`config.mk`:
```
export PLATFORM = sky130hd
export DESIGN_NAME = clk_div_prog
export DESIGN_NICKNAME = d
export VERILOG_FILES = /design/src/rtl/crg_pkg.sv /design/src/rtl/clk_div_prog.sv
export SDC_FILE = /design/constraint.sdc
export NUM_CORES = 1
export LEC_CHECK = 0
export CAP_MARGIN = 20
export CORE_AREA = 2 2 62 64
export DETAILED_ROUTE_END_ITERATION = 12
export DIE_AREA = 0 0 64 66
export PLACE_DENSITY = 0.7
export SLEW_MARGIN = 10
export SYNTH_ARGS = -nofsm -noshare
export SYNTH_HDL_FRONTEND = slang
export SYNTH_SLANG_ARGS = --single-unit
export TNS_END_PERCENT = 5
```
`constraint.sdc`:
```
create_clock -name clk_i -period 3.5 [get_ports clk_i]
set_clock_uncertainty 0.15 [all_clocks]
set_input_delay 0.525 -clock clk_i [delete_from_list [all_inputs] [get_ports clk_i]]
set_output_delay 0.525 -clock clk_i [all_outputs]
set_load 0.01 [all_outputs]
```
`src/rtl/crg_pkg.sv`:
```
// Shared clock-and-reset-generator types and defaults.
package crg_pkg;

    typedef enum logic [1:0] {
        IDLE = 2'd0,
        HIGH = 2'd1,
        LOW  = 2'd2
    } clk_div_state_e;

    localparam int CLK_DIV_WIDTH = 8;

endpackage

```
`src/rtl/clk_div_prog.sv`:
```
// Programmable 50%-duty clock divider with glitch-free start/stop and
// period-boundary application of new divide ratios.
module clk_div_prog
    import crg_pkg::*;
#(
    parameter int                   DIV_WIDTH = CLK_DIV_WIDTH,
    parameter logic [DIV_WIDTH-1:0] RESET_DIV = '0
) (
    input  logic                 clk_i,
    input  logic                 arst_i,
    input  logic [DIV_WIDTH-1:0] div_i,
    input  logic                 div_valid_i,
    output logic                 div_ready_o,
    input  logic                 clk_en_i,
    output logic                 clk_o,
    output logic                 tick_o,
    output logic                 active_o,
    output logic [DIV_WIDTH-1:0] cur_div_o,
    output clk_div_state_e       state_o
);

    clk_div_state_e       state_q, state_d;
    logic [DIV_WIDTH-1:0] cnt_q, cnt_d;
    logic [DIV_WIDTH-1:0] div_q;
    logic [DIV_WIDTH-1:0] pend_div_q;
    logic                 pending_q;
    logic                 clk_q, tick_q, active_q;
    logic                 tick_d;
    logic                 at_limit;
    logic                 xfer;
    logic                 apply;

    // Handshake: a transfer happens on a cycle where div_valid_i and
    // div_ready_o are both high; the producer holds div_i stable until then.
    // A single holding slot means ready is simply "nothing pending".
    assign at_limit = (cnt_q == div_q);
    assign xfer     = div_valid_i && !pending_q;
    assign apply    = pending_q && ((state_q == IDLE) || (state_q == LOW && at_limit));

    always_comb begin
        state_d = state_q;
        cnt_d   = cnt_q;
        tick_d  = 1'b0;
        case (state_q)
            IDLE: begin
                cnt_d = '0;
                if (clk_en_i) begin
                    state_d = HIGH;
                    tick_d  = 1'b1;
                end
            end
            HIGH: begin
                // High phase always completes; enable is only honoured at the low boundary.
                if (at_limit) begin
                    state_d = LOW;
                    cnt_d   = '0;
                end else begin
                    cnt_d = cnt_q + DIV_WIDTH'(1);
                end
            end
            LOW: begin
                if (at_limit) begin
                    cnt_d = '0;
                    if (clk_en_i) begin
                        state_d = HIGH;
                        tick_d  = 1'b1;
                    end else begin
                        state_d = IDLE;
                    end
                end else begin
                    cnt_d = cnt_q + DIV_WIDTH'(1);
                end
            end
            default: begin
                state_d = IDLE;
                cnt_d   = '0;
            end
        endcase
    end

    // Outputs are dedicated flops fed from the next-state decode so clk_o never glitches.
    always_ff @(posedge clk_i or posedge arst_i) begin
        if (arst_i) begin
            state_q    <= IDLE;
            cnt_q      <= '0;
            div_q      <= RESET_DIV;
            pend_div_q <= '0;
            pending_q  <= 1'b0;
            clk_q      <= 1'b0;
            tick_q     <= 1'b0;
            active_q   <= 1'b0;
        end else begin
            state_q  <= state_d;
            cnt_q    <= cnt_d;
            clk_q    <= (state_d == HIGH);
            tick_q   <= tick_d;
            active_q <= (state_d != IDLE);
            if (xfer) begin
                pend_div_q <= div_i;
                pending_q  <= 1'b1;
            end else if (apply) begin
                div_q     <= pend_div_q;
                pending_q <= 1'b0;
            end
        end
    end

    assign div_ready_o = !pending_q;
    assign clk_o       = clk_q;
    assign tick_o      = tick_q;
    assign active_o    = active_q;
    assign cur_div_o   = div_q;
    assign state_o     = state_q;

endmodule

```
==> run metrics, run 1 <==
Die X 64 µm; status finished, final reports clean; CTS H-tree depth 2; Site Rows 22; RSZ-0062 raised after global routing false; Worst setup SP type flop; clock share of power 0.233; Mapped Cells 108; Core Footprint 0.00355 mm²; Initial Util 0.379; # IOs 26; hold path startpoint pend_div_q[3]$_DFFE_PP0P_; cts bufs inserted 5; post-route clock period utilization 0.583; Sum Neg Setup Slack 0 ns; Tmin final 2.04 ns; wire length of the first global-routing pass 4.20 mm; Register-to-Register Setup Slack 1.66 ns; routability cong. 0.787; post_cts resized 0; Lkg Pwr 0.758 nW; share of post-route cells with drive strength above 1 0.191; synthesized area per cell 12.5 µm²; Max Fanout on Critical Path 4; port bufs 25; hold crit path type flop to flop; WS Path Type flop to output pin; # fillers 326; critical path arrival 1.37 ns; Clock Tree Root clkbuf_4; Max-cap violations 0; Hold-fix buffers, CTS 0; yosys warns 0; Slew @ Worst Pin 0.728 ns; setup violators final 0; Skew-Pair Late Insertion Delay 0.34 ns; Setup Fix Bufs, Post-CTS 0; Reg power frac 0.391; most frequent cells in the layout dfrtp_1, clkdlybuf4s50_1, mux2_2; post-synth cell types 25; WHS Path Cells 1; routed len/inst 12.5 µm; Final #Nets 157; CTS tree yes; Net Count, Synth 125; die area 0.00422 mm²; post-synthesis sequential area ratio 0.557; reg-to-reg endpoint cur_div_o[1]$_DFFE_PP0P_; Antenna diodes 0; global route overflow 0; post-layout util 0.499; Syn Std Cell Area 0.00135 mm²; fin. max-slew vios 0; number of global-route vias before repair 883; via count 882; Top FF cell, synth dfrtp_1; commonest non-fill, non-tap cell in the layout dfrtp_1; initial antenna violation count 0; power per cell area 869 mW/mm²; TritonRoute pass-1 iters 4; final hold viol count 0; worst path required time 2.82 ns; achievable frequency 490 MHz; Clock transition at path regs 0.09 ns; Iter 0 DRT Violations 20; Routed WL 2.36 mm; pin count of the biggest net entering global routing 31; combinational share of power 0.375; Via density 4.67; clk sinks 30; sw power 0.000466 W; P_int 0.00108 W; deepest clock path buffer count 2; Post-synth EDFFs 0; Synth async-reset ratio 1.00; Post-Layout Cell Count 189; detailed-route DRC error count 0; largest vdd supply drop 408 µV; Hold EP pend_div_q[3]$_DFFE_PP0P_; Total GRT Usage 0.133; R2R depth 6; number of synthesized register bits 30; Die H 66 µm; Slew HR 0.514; DP HPWL 1.79 mm; Setup crit end kind output pin; number of placed cells counting well taps 181; area growth from synthesis to layout 31.6%; antenna viol nets, final 0; reg-to-reg startpoint state_o[0]$_DFF_PP0_; Net Sw Frac 0.303
stage by stage:
step / hold WS (ns) / setup slack (ns) / total power (W) / instance area (µm²)
finish: 0.361 / 1.46 / 0.00154 / 1770
global route: 0.387 / 1.38 / 0.00164 / 1770
CTS: 0.364 / 1.42 / 0.00157 / 1770
detailed placement: 0.342 / 1.24 / 0.00120 / 1660
global placement: 0.338 / 1.28 / 0.00117 / 1660
floorplan: 0.324 / 1.79 / 0.000947 / 1350
registers in the layout, indices dropped and copies added, names as in the netlist:
register    cells
active_o        1
clk_o           1
cnt_q           8
cur_div_o       8
pend_div_q      8
pending_q       1
state_o         2
tick_o          1
Yosys cell counts (2+ instances only):
library cell,n,area share
mux2_2,16,0.13
ha_1,5,0.046
nor2_1,12,0.033
and3_1,3,0.014
nand2_1,3,0.0084
nand3_1,2,0.0074
nand4_1,2,0.0093
dfrtp_1,30,0.56
xor2_1,2,0.013
xnor2_1,12,0.078
inv_1,6,0.017
o21ai_0,2,0.0074
how the worst max path moves through the flow:
stage | startpoint | slack (ns) | to
floorplan | state_o[0]$_DFF_PP0_ | 1.79 | cur_div_o[0]$_DFFE_PP0P_
global placement | div_valid_i | 1.28 | pend_div_q[4]$_DFFE_PP0P_
detailed placement | div_valid_i | 1.24 | pend_div_q[0]$_DFFE_PP0P_
CTS | pending_q$_DFFE_PP0P_ | 1.42 | div_ready_o
global route | pending_q$_DFFE_PP0P_ | 1.38 | div_ready_o
finish | pending_q$_DFFE_PP0P_ | 1.46 | div_ready_o
power by group through the flow:
stage / combinational (W) / sequential [W] / clock (W)
finish: 0.000578 / 0.000603 / 0.000360
global route: 0.000631 / 0.000626 / 0.000386
CTS: 0.000587 / 0.000607 / 0.000371
detailed placement: 0.000583 / 0.000614 / 0
global placement: 0.000564 / 0.000606 / 0
floorplan: 0.000330 / 0.000616 / 0
layer usage:
layer / routed length [µm] / part of all wire / vias to the layer above / global-route usage
li1: - / - / 437 / -
met1: 1110 / 0.47 / 418 / 0.172
met2: 1090 / 0.46 / 21 / 0.197
met3: 111 / 0.047 / 6 / 0.0545
met4: 41 / 0.017 / 0 / 0.0571
met5: 0 / 0 / - / 0
final cells by class:
cell class                      instances  area (µm²)  share of cell area
Multi-Input combinational cell         71         571               0.322
Inverter                                6        22.5              0.0127
Timing Repair Buffer                   26         258               0.145
Clock inverter                          2        60.1              0.0339
Tap cell                               48        60.1              0.0339
Clock buffer                            6        51.3              0.0289
Sequential cell                        30         751               0.423
kinds of logic after synthesis:
family / synth area share
DFF: 0.557
AOI/OAI and AO/OA: 0.0594
xor gates and xnor gates: 0.0910
buffers and inverters: 0.0195
muxes: 0.134
and+or+nand+nor: 0.0929
adders and majority gates: 0.0464
worst max-delay path, cell delays in order (launching register included):
cell and delay, ns:
dfrtp_1 0.45, inv_1 0.08, clkdlybuf4s50_1 0.52
(Power assumes the default switching activity.)
==> run 2, diff against run 1 <==
PLACE_DENSITY = 0.72   (was 0.7)
clock period = 1.84 ns   (was 3.5 ns; I/O delays follow)
==> run metrics, run 2 (synthesized netlist as in run 1, its figures left out) <==
status finished with violations; failing checks setup timing; wire length of the first global-routing pass 4.42 mm (+5.1%); DP HPWL 1.96 mm (+9.8%); Max Fanout on Critical Path 5 (+1); deepest clock path buffer count 2 (unchanged); Site Rows 22 (unchanged); Initial Util 0.379 (unchanged); Tmin final 1.85 ns; cts bufs inserted 5 (unchanged); routed len/inst 13.7 µm (+9.7%); routability cong. 0.727 (-7.6%); RSZ-0062 raised after global routing true; # fillers 327 (+0.31%); post-route clock period utilization 1.00; Seq. cell area 753 µm² (+0.33%); commonest non-fill, non-tap cell in the layout dfrtp_1; Core Footprint 0.00355 mm² (unchanged); Register-to-Register Setup Slack -0.007 ns (-1.67 ns); via count 947 (+7.4%); Setup crit end kind flop; Clock Tree Root clkbuf_4; number of global-route vias before repair 995 (+13%); number of placed cells counting well taps 183 (+1.1%); port bufs 25 (unchanged); CTS tree yes; detailed-route DRC error count 0 (unchanged); fin. max-slew vios 0 (unchanged); Critical Path Slowest Stage Cell dfrtp_1; pin count of the biggest net entering global routing 31 (unchanged); Clock transition at path regs 0.09 ns (about the same); Slew @ Worst Pin 0.366 ns (-0.363 ns); Lkg Pwr 0.806 nW (+6.4%); Final #Nets 165 (+5.1%); Die H 66 µm (unchanged); critical path arrival 1.94 ns (+0.57 ns); clk sinks 30 (unchanged); Via density 4.83 (+3.5%); worst path required time 1.94 ns (-0.88 ns); hold crit path type input pin to asynchronous set/reset pin; die area 0.00422 mm² (unchanged); WP buf/inv 0 (-2); WS Path Type flop to flop; Routed WL 2.68 mm (+14%); initial antenna violation count 0 (unchanged); Die X 64 µm (unchanged); most frequent cells in the layout dfrtp_1, clkdlybuf4s50_1, mux2_2; TritonRoute pass-1 iters 4 (unchanged); area of the multi-input gates 592 µm² (+3.7%); Slew HR 0.756 (+0.243); # IOs 26 (unchanged); antenna viol nets, final 0 (unchanged); CP max stage delay 0.45 ns (-0.07 ns); share of post-route cells with drive strength above 1 0.264 (+0.0720); area growth from synthesis to layout 33.4%; Max-cap violations 0 (unchanged); crit-path leading delay family simple AND/OR/NAND/NOR gates; global route overflow 0 (unchanged); hold slack 0.172 ns (-0.189 ns); setup violators final 5 (+5); CP Cell Sequence xnor2_1 > nand4_1 > or2_4 > o211a_1 > a21oi_1; achievable frequency 541 MHz; Worst Setup Slack, final -0.00731 ns (-1.47 ns); CTS H-tree depth 2 (unchanged); Iter 0 DRT Violations 19 (-5.0%); Antenna diodes 0 (unchanged); Worst setup SP type flop; Hold-fix buffers, CTS 0 (unchanged); power per cell area 1500 mW/mm² (+73%); Skew-Pair Late Insertion Delay 0.32 ns (-0.02 ns); final hold viol count 0 (unchanged); Total GRT Usage 0.137 (+0.00407); largest vdd supply drop 666 µV (+63%); Post-Layout Cell Count 196 (+3.7%)
-- run 2: path summary, 6_finish.rpt --
path	from	endpoint	depth (start not counted)
setup / recovery	cnt_q[3]$_DFF_PP0_	active_o$_DFF_PP0_	5
hold / removal	arst_i	pend_div_q[3]$_DFFE_PP0P_	3
setup reg to reg	cnt_q[3]$_DFF_PP0_	active_o$_DFF_PP0_	5
hold reg to reg	pend_div_q[7]$_DFFE_PP0P_	cur_div_o[7]$_DFFE_PP0P_	1
max in group asynchronous	arst_i	cnt_q[5]$_DFF_PP0_	3
min in group clk_i	pend_div_q[7]$_DFFE_PP0P_	cur_div_o[7]$_DFFE_PP0P_	1
-- run 2: stage by stage --
stage / instance area, µm² / setup WS, ns / util / total power, W / TNS (ns)
finish: 1800 / -0.00731 / 0.506 / 0.00270 / -0.0173
global route: 1800 / -0.0916 / 0.506 / 0.00290 / -0.814
CTS: 1720 / 0.00315 / 0.486 / 0.00267 / 0
detailed placement: 1680 / 0.0556 / 0.472 / 0.00231 / 0
global placement: 1680 / 0.115 / 0.472 / 0.00225 / 0
floorplan: 1350 / 0.132 / - / 0.00180 / 0
-- run 2: per-layer routing --
| metal | up-vias | GRT usage | share of wire |
|---|---|---|---|
| met5 | - | 0 | 0 |
| met2 | 24 | 0.229 | 0.50 |
| met3 | 7 | 0.0698 | 0.066 |
| met1 | 468 | 0.155 | 0.42 |
| met4 | 0 | 0.0380 | 0.018 |
| li1 | 448 | - | - |
-- run 2: power by group --
group	internal (W)	switching (W)	leakage (nW)
clock	0.000137	0.000216	0.0308
sequential	0.000930	0.000210	0.367
combinational	0.000711	0.000493	0.408
-- run 2: timing repair --
item	CTS	global route
gates resized for setup	0	8
buffers inserted	0	6
endpoints found under the setup margin	0	21
-- run 2: final cells by class --
cell class	instances	share of cell area
clock buffers	5	0.0209
clock inverters	2	0.00557
inverters	6	0.0125
multi-input cells	71	0.329
flip-flops and latches	30	0.419
well taps	48	0.0334
repair buffers	34	0.180
-- run 2: worst reg2reg max path: cells and delay by family (launching register included) --
kind	cells	cell delay [ns]
flip-flops	1	0.45
AND/OR/NAND/NOR	2	0.56
XOR/XNOR	1	0.18
AO/OA/AOI/OAI	2	0.43
==> run 3, diff against run 2 <==
PLACE_DENSITY = 0.7   (was 0.72)
clock period = 2.03 ns   (was 1.84 ns; I/O delays follow)
==> run metrics, run 3 (synthesized netlist as in run 1, its figures left out) <==
Lkg Pwr 0.740 nW (-8.3%); setup violators final 0 (-5); CP Launch Point state_o[0]$_DFF_PP0_; post-layout util 0.487 (-0.0194); most frequent cells in the layout dfrtp_1, clkdlybuf4s50_1, mux2_2; Top cell by count, worst path inv_1; Initial Util 0.379 (unchanged); reg-to-reg startpoint state_o[0]$_DFF_PP0_; Critical Path Slowest Stage Cell dfrtp_1; Sum Neg Setup Slack 0 ns (+0.0173 ns); CTS H-tree depth 2 (unchanged); achievable frequency 540 MHz (-0.31%); detailed-route DRC error count 0 (unchanged); TritonRoute pass-1 iters 4 (unchanged); largest vdd supply drop 681 µV (+2.2%); commonest non-fill, non-tap cell in the layout dfrtp_1; initial antenna violation count 0 (unchanged); final hold viol count 0 (unchanged); Register-to-Register Setup Slack 0.18 ns (+0.18 ns); post-route clock period utilization 0.913 (-0.0911); routability cong. 0.811 (+12%); via count 891 (-5.9%); share of post-route cells with drive strength above 1 0.190 (-0.0734); Via density 4.69 (-2.9%); CP max stage delay 0.46 ns (about the same); Die X 64 µm (unchanged); Die H 66 µm (unchanged); WS Path Type flop to flop; Clock transition at path regs 0.10 ns (about the same); power per cell area 1400 mW/mm² (-6.7%); Worst Setup Slack, final 0.177 ns (+0.184 ns); post_cts resized 0 (unchanged); WP buf/inv 2 (+2); Tmin final 1.85 ns (+0.00575 ns); CTS tree yes; area growth from synthesis to layout 28.3%; Max Fanout on Critical Path 8 (+3); reg-to-reg endpoint cur_div_o[6]$_DFFE_PP0P_; Routed WL 2.42 mm (-9.9%); DP HPWL 1.80 mm (-8.2%); wire length of the first global-routing pass 4.16 mm (-5.8%); hold crit path type input pin to asynchronous set/reset pin; RSZ-0062 raised after global routing false; Slew HR 0.750 (-0.00633); Skew-Pair Late Insertion Delay 0.33 ns (about the same); Iter 0 DRT Violations 18 (-1); Hold-fix buffers, CTS 0 (unchanged); fin. max-slew vios 0 (unchanged); worst path required time 2.10 ns (+0.16 ns); cts bufs inserted 5 (unchanged); number of placed cells counting well taps 182 (-0.55%); antenna viol nets, final 0 (unchanged); Setup crit end kind flop; Clock Tree Root clkbuf_4; crit-path leading delay family flip-flops; WP depth 6 (+1); Post-Layout Cell Count 190 (-3.1%); Antenna diodes 0 (unchanged); pin count of the biggest net entering global routing 31 (unchanged); DP Worst Slack 0.200 ns (+0.144 ns); Worst setup SP type flop; port bufs 25 (unchanged); end of the critical path cur_div_o[6]$_DFFE_PP0P_; R2R depth 6 (+1); global route overflow 0 (unchanged); status finished, final reports clean; clk sinks 30 (unchanged); Site Rows 22 (unchanged); Core Footprint 0.00355 mm² (unchanged); deepest clock path buffer count 2 (unchanged); Total GRT Usage 0.134 (-0.00311); Slew @ Worst Pin 0.375 ns (+0.00950 ns); Max-cap violations 0 (unchanged); Final #Nets 158 (-4.2%); CP Cell Sequence inv_1 > ha_1 > inv_1 > nor3_2 > o21ai_4 > mux2_2; number of global-route vias before repair 916 (-7.9%); # IOs 26 (unchanged); critical path arrival 1.92 ns (-0.02 ns); routed len/inst 12.7 µm (-7.0%); die area 0.00422 mm² (unchanged); Setup Fix Bufs, Post-CTS 0 (unchanged)
## run 3: cell count changes in the layout (fill, tap and decap cells not counted)
cell / change
or2_1: +1
nor3_1: +1
nor3_4: -1
dfrtp_2: -2
clkbuf_8: +1
buf_4: -7
clkinv_2: -1
dlymetal6s2s_1: -2
clkbuf_1: +1
xnor2_1: +1
xnor2_2: -1
dfrtp_1: +2
or2_4: -1
clkdlybuf4s50_1: +2
## run 3: worst reg2reg max path: stages, from the launching register on
cell and delay, ns:
dfrtp_1 0.46, inv_1 0.10, ha_1 0.25, inv_1 0.08, nor3_2 0.06, o21ai_4 0.26, mux2_2 0.38
## run 3: final cells by class
class / count / area, µm²
Clock buffer: 7 / 55.1
Clock inverter: 1 / 5.00
Fill cell: 333 / 1820
Inverter: 6 / 22.5
Multi-Input combinational cell: 71 / 571
Sequential cell: 30 / 751
Tap cell: 48 / 60.1
Timing Repair Buffer: 27 / 265
## run 3: how the worst min path moves through the flow
stage / from / endpoint / slack, ns / cells after the start
6_report: arst_i / pend_div_q[2]$_DFFE_PP0P_ / 0.18 / 3
5_1_grt: arst_i / cur_div_o[0]$_DFFE_PP0P_ / 0.23 / 3
4_1_cts: arst_i / tick_o$_DFF_PP0_ / 0.17 / 3
3_5_place_dp: pend_div_q[3]$_DFFE_PP0P_ / cur_div_o[3]$_DFFE_PP0P_ / 0.34 / 1
3_3_place_gp: cnt_q[0]$_DFF_PP0_ / cnt_q[0]$_DFF_PP0_ / 0.34 / 1
2_1_floorplan: arst_i / active_o$_DFF_PP0_ / 0.25 / 1
## run 3: report_power, final
group	leakage [nW]	total, W	internal [W]	switching, W
clock	0.0353	0.000376	0.000168	0.000208
combinational	0.335	0.000998	0.000602	0.000396
sequential	0.370	0.00105	0.000840	0.000206
## run 3: per-stage QoR
step,total power (W),hold slack [ns],cell area (µm²)
global route,0.00259,0.229,1730
CTS,0.00245,0.172,1730
detailed placement,0.00207,0.342,1670
floorplan,0.00163,0.245,1350
global placement,0.00202,0.341,1670
finish,0.00242,0.179,1730
## run 3: per-layer routing
metal / wire length (µm) / GRT usage
met3: 123 / 0.0596
met1: 1140 / 0.158
met2: 1090 / 0.204
met5: 0 / 0
met4: 57 / 0.0761
